`src/rtl/run_ctrl_pkg.sv`:
```
// Shared run-controller encodings: FSM states, termination status codes and
// the priority rule that picks a cause when several end conditions coincide.
package run_ctrl_pkg;

    typedef enum logic [1:0] {
        ST_IDLE     = 2'd0,
        ST_RST_HOLD = 2'd1,
        ST_RUN      = 2'd2,
        ST_DONE     = 2'd3
    } run_state_e;

    typedef enum logic [1:0] {
        STATUS_NONE      = 2'd0,
        STATUS_HALT      = 2'd1,
        STATUS_SELF_LOOP = 2'd2,
        STATUS_TIMEOUT   = 2'd3
    } run_status_e;

    // Halt beats self-loop, which beats timeout.
    function automatic run_status_e term_cause(input logic halt,
                                               input logic loop_hit,
                                               input logic timeout);
        if (halt)     return STATUS_HALT;
        if (loop_hit) return STATUS_SELF_LOOP;
        if (timeout)  return STATUS_TIMEOUT;
        return STATUS_NONE;
    endfunction

endpackage

```
`src/rtl/cpu_run_controller_pc_loop_detector.sv`:
```
// PC self-loop detector: flags when LOOP_LIMIT consecutive samples all equal
// the previous one, i.e. LOOP_LIMIT+1 identical samples in a row.
module pc_loop_detector #(
    parameter int unsigned ADDR_W     = 32,
    parameter int unsigned LOOP_LIMIT = 4
) (
    input  logic              clock,
    input  logic              reset,
    input  logic              clear,
    input  logic              sample_en,
    input  logic [ADDR_W-1:0] pc,
    output logic              loop_hit
);

    localparam int unsigned MW = (LOOP_LIMIT > 0) ? $clog2(LOOP_LIMIT + 1) : 1;
    localparam logic [MW-1:0] MATCH_MAX = MW'(LOOP_LIMIT);
    localparam logic [MW-1:0] HIT_AT    = MW'(LOOP_LIMIT - 1);

    logic [ADDR_W-1:0] pc_q;
    logic              valid_q;
    logic [MW-1:0]     match_q;
    logic              same;

    // No previous sample exists on the first RUN cycle, so no compare then.
    assign same     = valid_q && (pc == pc_q);
    assign loop_hit = (LOOP_LIMIT != 0) && sample_en && same && (match_q >= HIT_AT);

    always_ff @(posedge clock or posedge reset) begin
        if (reset) begin
            pc_q    <= '0;
            valid_q <= 1'b0;
            match_q <= '0;
        end else if (clear) begin
            pc_q    <= '0;
            valid_q <= 1'b0;
            match_q <= '0;
        end else if (sample_en) begin
            pc_q    <= pc;
            valid_q <= 1'b1;
            if (same) begin
                match_q <= (match_q == MATCH_MAX) ? match_q : match_q + 1'b1;
            end else begin
                match_q <= '0;
            end
        end
    end

endmodule

```
`src/rtl/cpu_run_controller.sv`:
```
// Run controller for MipsCPU: sequences CPU reset, gates its clock-enable,
// counts run cycles and ends the run on halt, PC self-loop or timeout.
module cpu_run_controller
    import run_ctrl_pkg::*;
#(
    parameter int unsigned ADDR_W       = 32,
    parameter int unsigned CNT_W        = 32,
    parameter int unsigned RESET_CYCLES = 2,
    parameter int unsigned MAX_CYCLES   = 50,
    parameter int unsigned LOOP_LIMIT   = 4,
    parameter bit          AUTO_START   = 1'b1
) (
    input  logic              clock,
    input  logic              reset,
    input  logic              start,
    input  logic              cpu_halt,
    input  logic [ADDR_W-1:0] pc,
    output logic              cpu_reset,
    output logic              cpu_run,
    output logic              done,
    output logic [1:0]        status,
    output logic [CNT_W-1:0]  cycle_count
);

    localparam int unsigned HW = (RESET_CYCLES > 1) ? $clog2(RESET_CYCLES) : 1;
    localparam logic [HW-1:0]    HOLD_LAST   = HW'(RESET_CYCLES - 1);
    localparam logic [CNT_W-1:0] MAX_CNT     = CNT_W'(MAX_CYCLES);
    localparam run_state_e       RESET_STATE = AUTO_START ? ST_RST_HOLD : ST_IDLE;

    run_state_e       state_q;
    logic [HW-1:0]    hold_q;
    logic             cpu_reset_q;
    logic             cpu_run_q;
    logic             done_q;
    run_status_e      status_q;
    logic [CNT_W-1:0] count_q;

    logic [CNT_W-1:0] count_d;
    logic             timeout;
    logic             loop_hit;
    logic             in_run;

    assign in_run  = (state_q == ST_RUN);
    assign count_d = (count_q == '1) ? count_q : count_q + 1'b1;
    // Terminal checks look at the post-increment count of the current cycle.
    assign timeout = (MAX_CYCLES != 0) && (count_d == MAX_CNT);

    pc_loop_detector #(
        .ADDR_W     (ADDR_W),
        .LOOP_LIMIT (LOOP_LIMIT)
    ) u_loop_det (
        .clock     (clock),
        .reset     (reset),
        .clear     (state_q == ST_RST_HOLD),
        .sample_en (in_run),
        .pc        (pc),
        .loop_hit  (loop_hit)
    );

    always_ff @(posedge clock or posedge reset) begin
        if (reset) begin
            state_q     <= RESET_STATE;
            hold_q      <= '0;
            cpu_reset_q <= 1'b1;
            cpu_run_q   <= 1'b0;
            done_q      <= 1'b0;
            status_q    <= STATUS_NONE;
            count_q     <= '0;
        end else begin
            unique case (state_q)
                ST_IDLE, ST_DONE: begin
                    if (start) begin
                        state_q     <= ST_RST_HOLD;
                        hold_q      <= '0;
                        cpu_reset_q <= 1'b1;
                        cpu_run_q   <= 1'b0;
                        done_q      <= 1'b0;
                        status_q    <= STATUS_NONE;
                        count_q     <= '0;
                    end
                end
                ST_RST_HOLD: begin
                    if (hold_q == HOLD_LAST) begin
                        state_q     <= ST_RUN;
                        cpu_reset_q <= 1'b0;
                        cpu_run_q   <= 1'b1;
                    end else begin
                        hold_q <= hold_q + 1'b1;
                    end
                end
                ST_RUN: begin
                    count_q <= count_d;
                    // CPU is frozen rather than reset so its state stays inspectable.
                    if (cpu_halt || loop_hit || timeout) begin
                        state_q   <= ST_DONE;
                        cpu_run_q <= 1'b0;
                        done_q    <= 1'b1;
                        status_q  <= term_cause(cpu_halt, loop_hit, timeout);
                    end
                end
            endcase
        end
    end

    assign cpu_reset   = cpu_reset_q;
    assign cpu_run     = cpu_run_q;
    assign done        = done_q;
    assign status      = status_q;
    assign cycle_count = count_q;

endmodule
```
`config.mk`:
```
export PLATFORM = sky130hd
export DESIGN_NAME = cpu_run_controller
export DESIGN_NICKNAME = d
export VERILOG_FILES = /design/src/rtl/run_ctrl_pkg.sv /design/src/rtl/cpu_run_controller_pc_loop_detector.sv /design/src/rtl/cpu_run_controller.sv
export SDC_FILE = /design/constraint.sdc
export NUM_CORES = 1
export LEC_CHECK = 0
export BUFFER_PORTS_ARGS = -buffer_cell sky130_fd_sc_hd__buf_2
export CAP_MARGIN = 20
export CORE_MARGIN = 8
export CORE_UTILIZATION = 40
export DETAILED_ROUTE_END_ITERATION = 10
export HOLD_SLACK_MARGIN = 0.03
export MAX_ROUTING_LAYER = met4
export SLEW_MARGIN = 20
export SYNTH_ARGS = -nofsm -noshare
export SYNTH_HDL_FRONTEND = slang
export SYNTH_SLANG_ARGS = --single-unit
```
`constraint.sdc`:
```
create_clock -name clock -period 5.4 [get_ports clock]
set_clock_uncertainty 0.1 [all_clocks]
set_input_delay 0.27 -clock clock [delete_from_list [all_inputs] [get_ports clock]]
set_output_delay 0.27 -clock clock [all_outputs]
set_load 0.005 [all_outputs]
```
=== Word-level counts from Yosys, hierarchy flattened ===
Cells that the tools add are included.

* Register bits after elaboration: 76
* Bits in latches: 0
* Bits in writable memories: 0
* Bits in read-only memories: 0
* Input port bits: 36
* Output and inout port bits: 37
* Word-level logic and storage cells: 88
* Memories: 0

* $add $sub $neg: 3
* $mul: 0
* Divide/modulo/power cells: 0
* Magnitude comparators: 1
* Eq/ne operators: 11
* Shift-type cells: 0
* Mux-type cells: 47
* Bitwise logic cells: 0
* Reduce and logical (&&, ||, !) cells: 16

{| class="wikitable"
|+ Operators with widths
! operator !! count
|-
| $mux 32 || 4
|-
| $pmux 32 s2 || 1
|-
| $add 32x1->32 const B || 1
|-
| $eq 32x32->1 || 1
|-
| $eq 32x32->1 const B || 1
|-
| $eq 32x6->1 const B || 1
|-
| $mux 2 || 11
|-
| $mux 1 || 21
|-
| $mux 3 || 4
|-
| $reduce_and 3->1 || 3
|-
| $pmux 1 s2 || 3
|-
| $pmux 2 s3 || 1
|-
| $reduce_and 2->1 || 3
|-
| $reduce_bool 2->1 || 3
|-
| $eq 2x2->1 const B || 2
|-
| $ne 2x2->1 const B || 2
|-
| $pmux 2 s2 || 1
|-
| $add 3x1->3 const B || 1
|-
| $eq 3x3->1 const B || 1
|-
| $ge 3x2->1 const B || 1
|-
| $logic_and 1x1->1 || 3
|-
| $ne 3x2->1 const B || 1
|-
| $pmux 1 s3 || 1
|-
| $eq 2x1->1 const B || 1
|-
| 5 further kinds || 6
|}

=== Depth between registers and ports, before layout ===
* Depth in word-level cells: 20
* Mapped depth: 11
* Gate-level depth less buffers: 10

=== Hierarchy ===
A second synthesis with hierarchy kept.

* Cells, all modules: 543
* Area total of the unflattened synthesis: 4983.5 um^2

{| class="wikitable"
|+ Modules (own cells, without submodules)
! module !! times used !! cells each !! area an instance (um^2)
|-
| cpu_run_controller || 1 || 359 || 3007.9
|-
| pc_loop_detector || 1 || 184 || 1975.6
|}

=== Worst setup path before layout ===
Ideal clock, no wire load.

* Path type: reg2reg
* From: register count_q[1], in the netlist cycle_count[1]
* To: register cpu_run_q, in the netlist cpu_run
* Data arrival time: 3243 ps
* Data required time: 5175 ps
* Slack: 1932 ps
* Stages on the path, launching flop included: 12
* Path buffers: 1
* Clock period less this slack: 3468 ps
* Cell sequence: dfrtp_1 ha_1 nand3_4 or4_1 buf_2 nor3_4 nor3_2 mux2i_1 or4_4 nor4_4 o21ai_2 mux2_4

* Word-level cells in the longest chain between the ends: 6
* Elaborated cells between the ends (all ways): 7
* Classes of those cells: add/sub (1); eq/ne (3); mux (1); reduce/logical (2)

{| class="wikitable"
|+ RTL lines
! what !! RTL line !! text
|-
| start, declared || cpu_run_controller.sv:36 || <nowiki>logic [CNT_W-1:0] count_q;</nowiki>
|-
| start signal, assigned || cpu_run_controller.sv:92 || <nowiki>count_q <= count_d;</nowiki>
|-
| $add 32x1->32 or $eq 32x32->1 (tied branches) || cpu_run_controller.sv:44 || <nowiki>assign count_d = (count_q == '1) ? count_q : count_q + 1'b1;</nowiki>
|-
| $mux 32 * || cpu_run_controller.sv:44 ||
|-
| $eq 32x6->1 * || cpu_run_controller.sv:46 || <nowiki>assign timeout = (MAX_CYCLES != 0) && (count_d == MAX_CNT);</nowiki>
|-
| $logic_or 1x1->1 * || cpu_run_controller.sv:94 || <nowiki>if (cpu_halt || loop_hit || timeout) begin</nowiki>
|-
| $ne 2x1->1 (no source line) * || n/a ||
|-
| $reduce_and 3->1 (no source line) * || n/a ||
|-
| end signal, assigned || cpu_run_controller.sv:65 || <nowiki>cpu_run_q <= 1'b0;</nowiki>
|-
| end signal, assigned || cpu_run_controller.sv:86 || <nowiki>cpu_run_q <= 1'b1;</nowiki>
|-
| end signal, assigned || cpu_run_controller.sv:96 || <nowiki>cpu_run_q <= 1'b0;</nowiki>
|-
| end, declared || cpu_run_controller.sv:33 || <nowiki>logic cpu_run_q;</nowiki>
|}

Mark *: on every way between the ends. The rest lies on a longest branch, timed or not.
A chain may end at the register's enable or synchronous reset.

=== Worst setup path after layout ===
* From: register count_q[0], in the netlist cycle_count[0]
* To: register cpu_run_q, in the netlist cpu_run

Same word-level chain as after synthesis.

==> impl_metrics.json <==
{
  "syn-instance-count": 516,
  "avgRoutedWirePerCell_um": 18.47,
  "grtUsageMet3": 0.03253,
  "rsz0062_at_grt": "no",
  "yosysUniqueCellTypes": 60,
  "track_usage": 0.1798,
  "cts_made_buffers": 9,
  "required_ns": 5.53,
  "grt_max_degree": 77,
  "worstSkewPairLatency_ns": 0.35,
  "synth-main-ff-cell": "dfrtp_1",
  "met2_usage": 0.2676,
  "ant_nets": 0,
  "worstPathMaxFanout": 11,
  "cts_tree": "yes",
  "critPathMaxStageDelay_ns": 0.74,
  "cts_root_buf": "clkbuf_16",
  "antenna_found_initial": 0,
  "antenna_cells": 0,
  "crit_arrival_ns": 4.18,
  "stdcell_count": 720,
  "hold_viol_final": 0,
  "grt_pass1_vias": 4143,
  "layout-drive-gt1-share": 0.2080,
  "rr_startpoint": "cycle_count[0]$_DFFE_PP0P_",
  "dp_slack_ns": 1.391,
  "initial_core_util": 0.4119,
  "finalSetupViolCount": 0,
  "syn2layout_area_growth_pct": 15.59,
  "hold_buffers": 0,
  "cellPowerDensity_mw_per_mm2": 420.4,
  "fin_ws_ns": 1.353,
  "crit_slowest_cell": "or4_1",
  "path_cells": "ha_1, nand3_4, or4_1, nor3_4, nor3_2, mux2i_1, or4_4, nor4_4, o21ai_2, mux2_4",
  "fp.dieW_um": 124.9,
  "crit_family": "simple AND/OR/NAND/NOR gates",
  "async_flop_share": 1.000,
  "top_usage_layer": "met2",
  "core_region_area_sq_mm": 0.01152,
  "ctsResizeCount": 0,
  "total_power_uw": 2305,
  "numPortBuffers": 72,
  "ios": 73,
  "layout_min_cycle_time_ns": 4.047,
  "grt.overflow.total": 0,
  "die-height_um": 124.9,
  "drv_cap": 0,
  "worstMarginPinSlew_ns": 0.9960,
  "synth_fp_nets": 559,
  "slew_headroom": 0.3229,
  "synth_adder_area_share": 0.01846,
  "cts_buffer_depth": 2,
  "crit_buf_inv": 0,
  "yosysSeqAreaShare": 0.4015,
  "vdd_ir_drop_max_mv": 0.2220,
  "status": "completed",
  "post_cts_buffers": 0,
  "synth_top_family_by_area": "simple AND/OR/NAND/NOR gates",
  "endpoint_kind": "flip-flop",
  "drt_iter0_drc": 367,
  "drc": 0,
  "wl_um": 13300,
  "grtUsageMet1": 0.2384,
  "p_leak_uw": 0.002458,
  "drt_pre_antenna_iters": 5,
  "startpoint_type": "flip-flop",
  "worstSetupStartpoint": "cycle_count[0]$_DFFE_PP0P_",
  "num_vias": 4228,
  "rows": 39,
  "fmax_ghz": 0.2471,
  "crit_type": "reg2reg",
  "viasPerCell": 5.872,
  "dp_cells": 704,
  "setup_tns_ns": 0,
  "synth-compound-area-share": 0.2097,
  "gp_congestion": 0.9093,
  "avgSynthCellArea_sq_um": 9.192,
  "synth_edf_count": 0,
  "dieArea_sq_mm": 0.01560,
  "fin_nets": 615,
  "synth_xor_xnor_area_share": 0.08837,
  "maxSlewViolCount": 0,
  "path_clk_slew_ns": 0.07,
  "hold_class": "in2async",
  "fin_crit_sh": 0.7495,
  "synthMuxAreaShare": 0.01609,
  "syn_area_sq_mm": 0.004743,
  "synth_warnings": 0,
  "cts_sinks": 76,
  "dpl.hpwl_um": 9379,
  "grt_pass1_wl_um": 22190,
  "h-tree-depth": 3,
  "ys_seq_elements": 76,
  "synth-simple-area-share": 0.2269
}
==> flip-flops by register name (all words and copies together) (netlist names) <==
signal	count
u_loop_det.match_q	3
cpu_run	1
u_loop_det.pc_q	32
cpu_reset	1
hold_q	1
state_q	2
cycle_count	32
done	1
status	2
u_loop_det.valid_q	1
==> cell families (layout without fill, tap and decap cells) <==
logic type,Yosys count,after routing
buffers and inverters,46,107
AND/OR/NAND/NOR,187,187
AO/OA/AOI/OAI,146,146
adder cells (fa/ha/maj),7,7
flip-flops,76,76
XOR/XNOR,47,47
multiplexers,7,7
==> path summary, 6_finish.rpt <==
kind / to / slack [ns] / cells past startpoint
setup / recovery: cpu_run$_DFFE_PP0P_ / 1.35 / 10
hold / removal: cycle_count[30]$_DFFE_PP0P_ / 0.001 / 3
setup reg to reg: cpu_run$_DFFE_PP0P_ / 1.35 / 10
hold reg to reg: u_loop_det.valid_q$_DFFE_PP0P_ / 0.38 / 1
max in group asynchronous: cycle_count[14]$_DFFE_PP0P_ / 4.72 / 3
min in group clock: u_loop_det.pc_q[5]$_DFFE_PP0P_ / 0.07 / 2
==> layer usage <==
layer	part of all wire	wire (um)
met1	0.49	6463
met2	0.45	6022
met3	0.045	604
met4	0.016	210
met5	0	0
==> worst register-to-register path: cells and delay by family (launching register included) <==
family | cells | cell delay [ns]
compound gates | 1 | 0.15
fa+ha+maj | 1 | 0.36
flops | 1 | 0.52
mux | 2 | 0.48
simple gates | 6 | 2.33
==> through the flow <==
step	util	area, sq um	hold slack, ns
floorplan	-	4743	0.2984
CTS	0.4758	5479	0.05365
global placement	0.4511	5195	0.3666
global route	0.4761	5483	0.06250
finish	0.4761	5483	0.001239
detailed placement	0.4511	5195	0.3722
==> cell usage in the layout (no fill, tap or decap), types with 13 or more instances in the layout <==
cell / count
inv_1: 13
nand2_1: 41
dfrtp_1: 74
nor2_1: 34
nand4_1: 21
o21ai_0: 50
xor2_1: 37
buf_2: 72
a21oi_1: 13
nand3_1: 23
a22o_1: 35
==> final cells by class <==
cell class	instances	area, sq um
fillers	1105	6033
well taps	143	178.9
flip-flops and latches	76	1904
multi-input cells	394	2660
clock buffers	9	225.2
clock inverters	7	58.81
inverters	14	53.80
repair buffers	77	401.6
==> synthesized netlist by cell type (4+ instances only) <==
master	count	area (sq um)
a211oi_1	4	30.03
a21oi_1	13	65.06
a22o_1	35	306.5
a31oi_1	8	50.05
and2_1	4	25.02
and3_1	6	37.54
buf_2	10	50.05
clkbuf_1	20	75.07
dfrtp_1	74	1852
ha_1	7	87.58
inv_1	14	52.55
mux2i_1	5	50.05
nand2_1	41	153.9
nand2b_1	4	25.02
nand3_1	23	115.1
nand4_1	21	131.4
nor2_1	35	131.4
nor3_1	9	45.04
nor4_1	9	56.30
o21ai_0	50	250.2
o31ai_1	6	45.04
o41ai_1	6	52.55
or3_1	6	37.54
or4_1	5	37.54
xnor2_1	9	78.83
xor2_1	37	324.1
==> power by group <==
part	total (uW)	internal (uW)	switching (uW)	leakage, uW
registers	826	723	103	0.00100
clock network	584	318	265	0.000138
logic	895	368	527	0.00132
No activity file was read; power rests on OpenSTA's default activity.
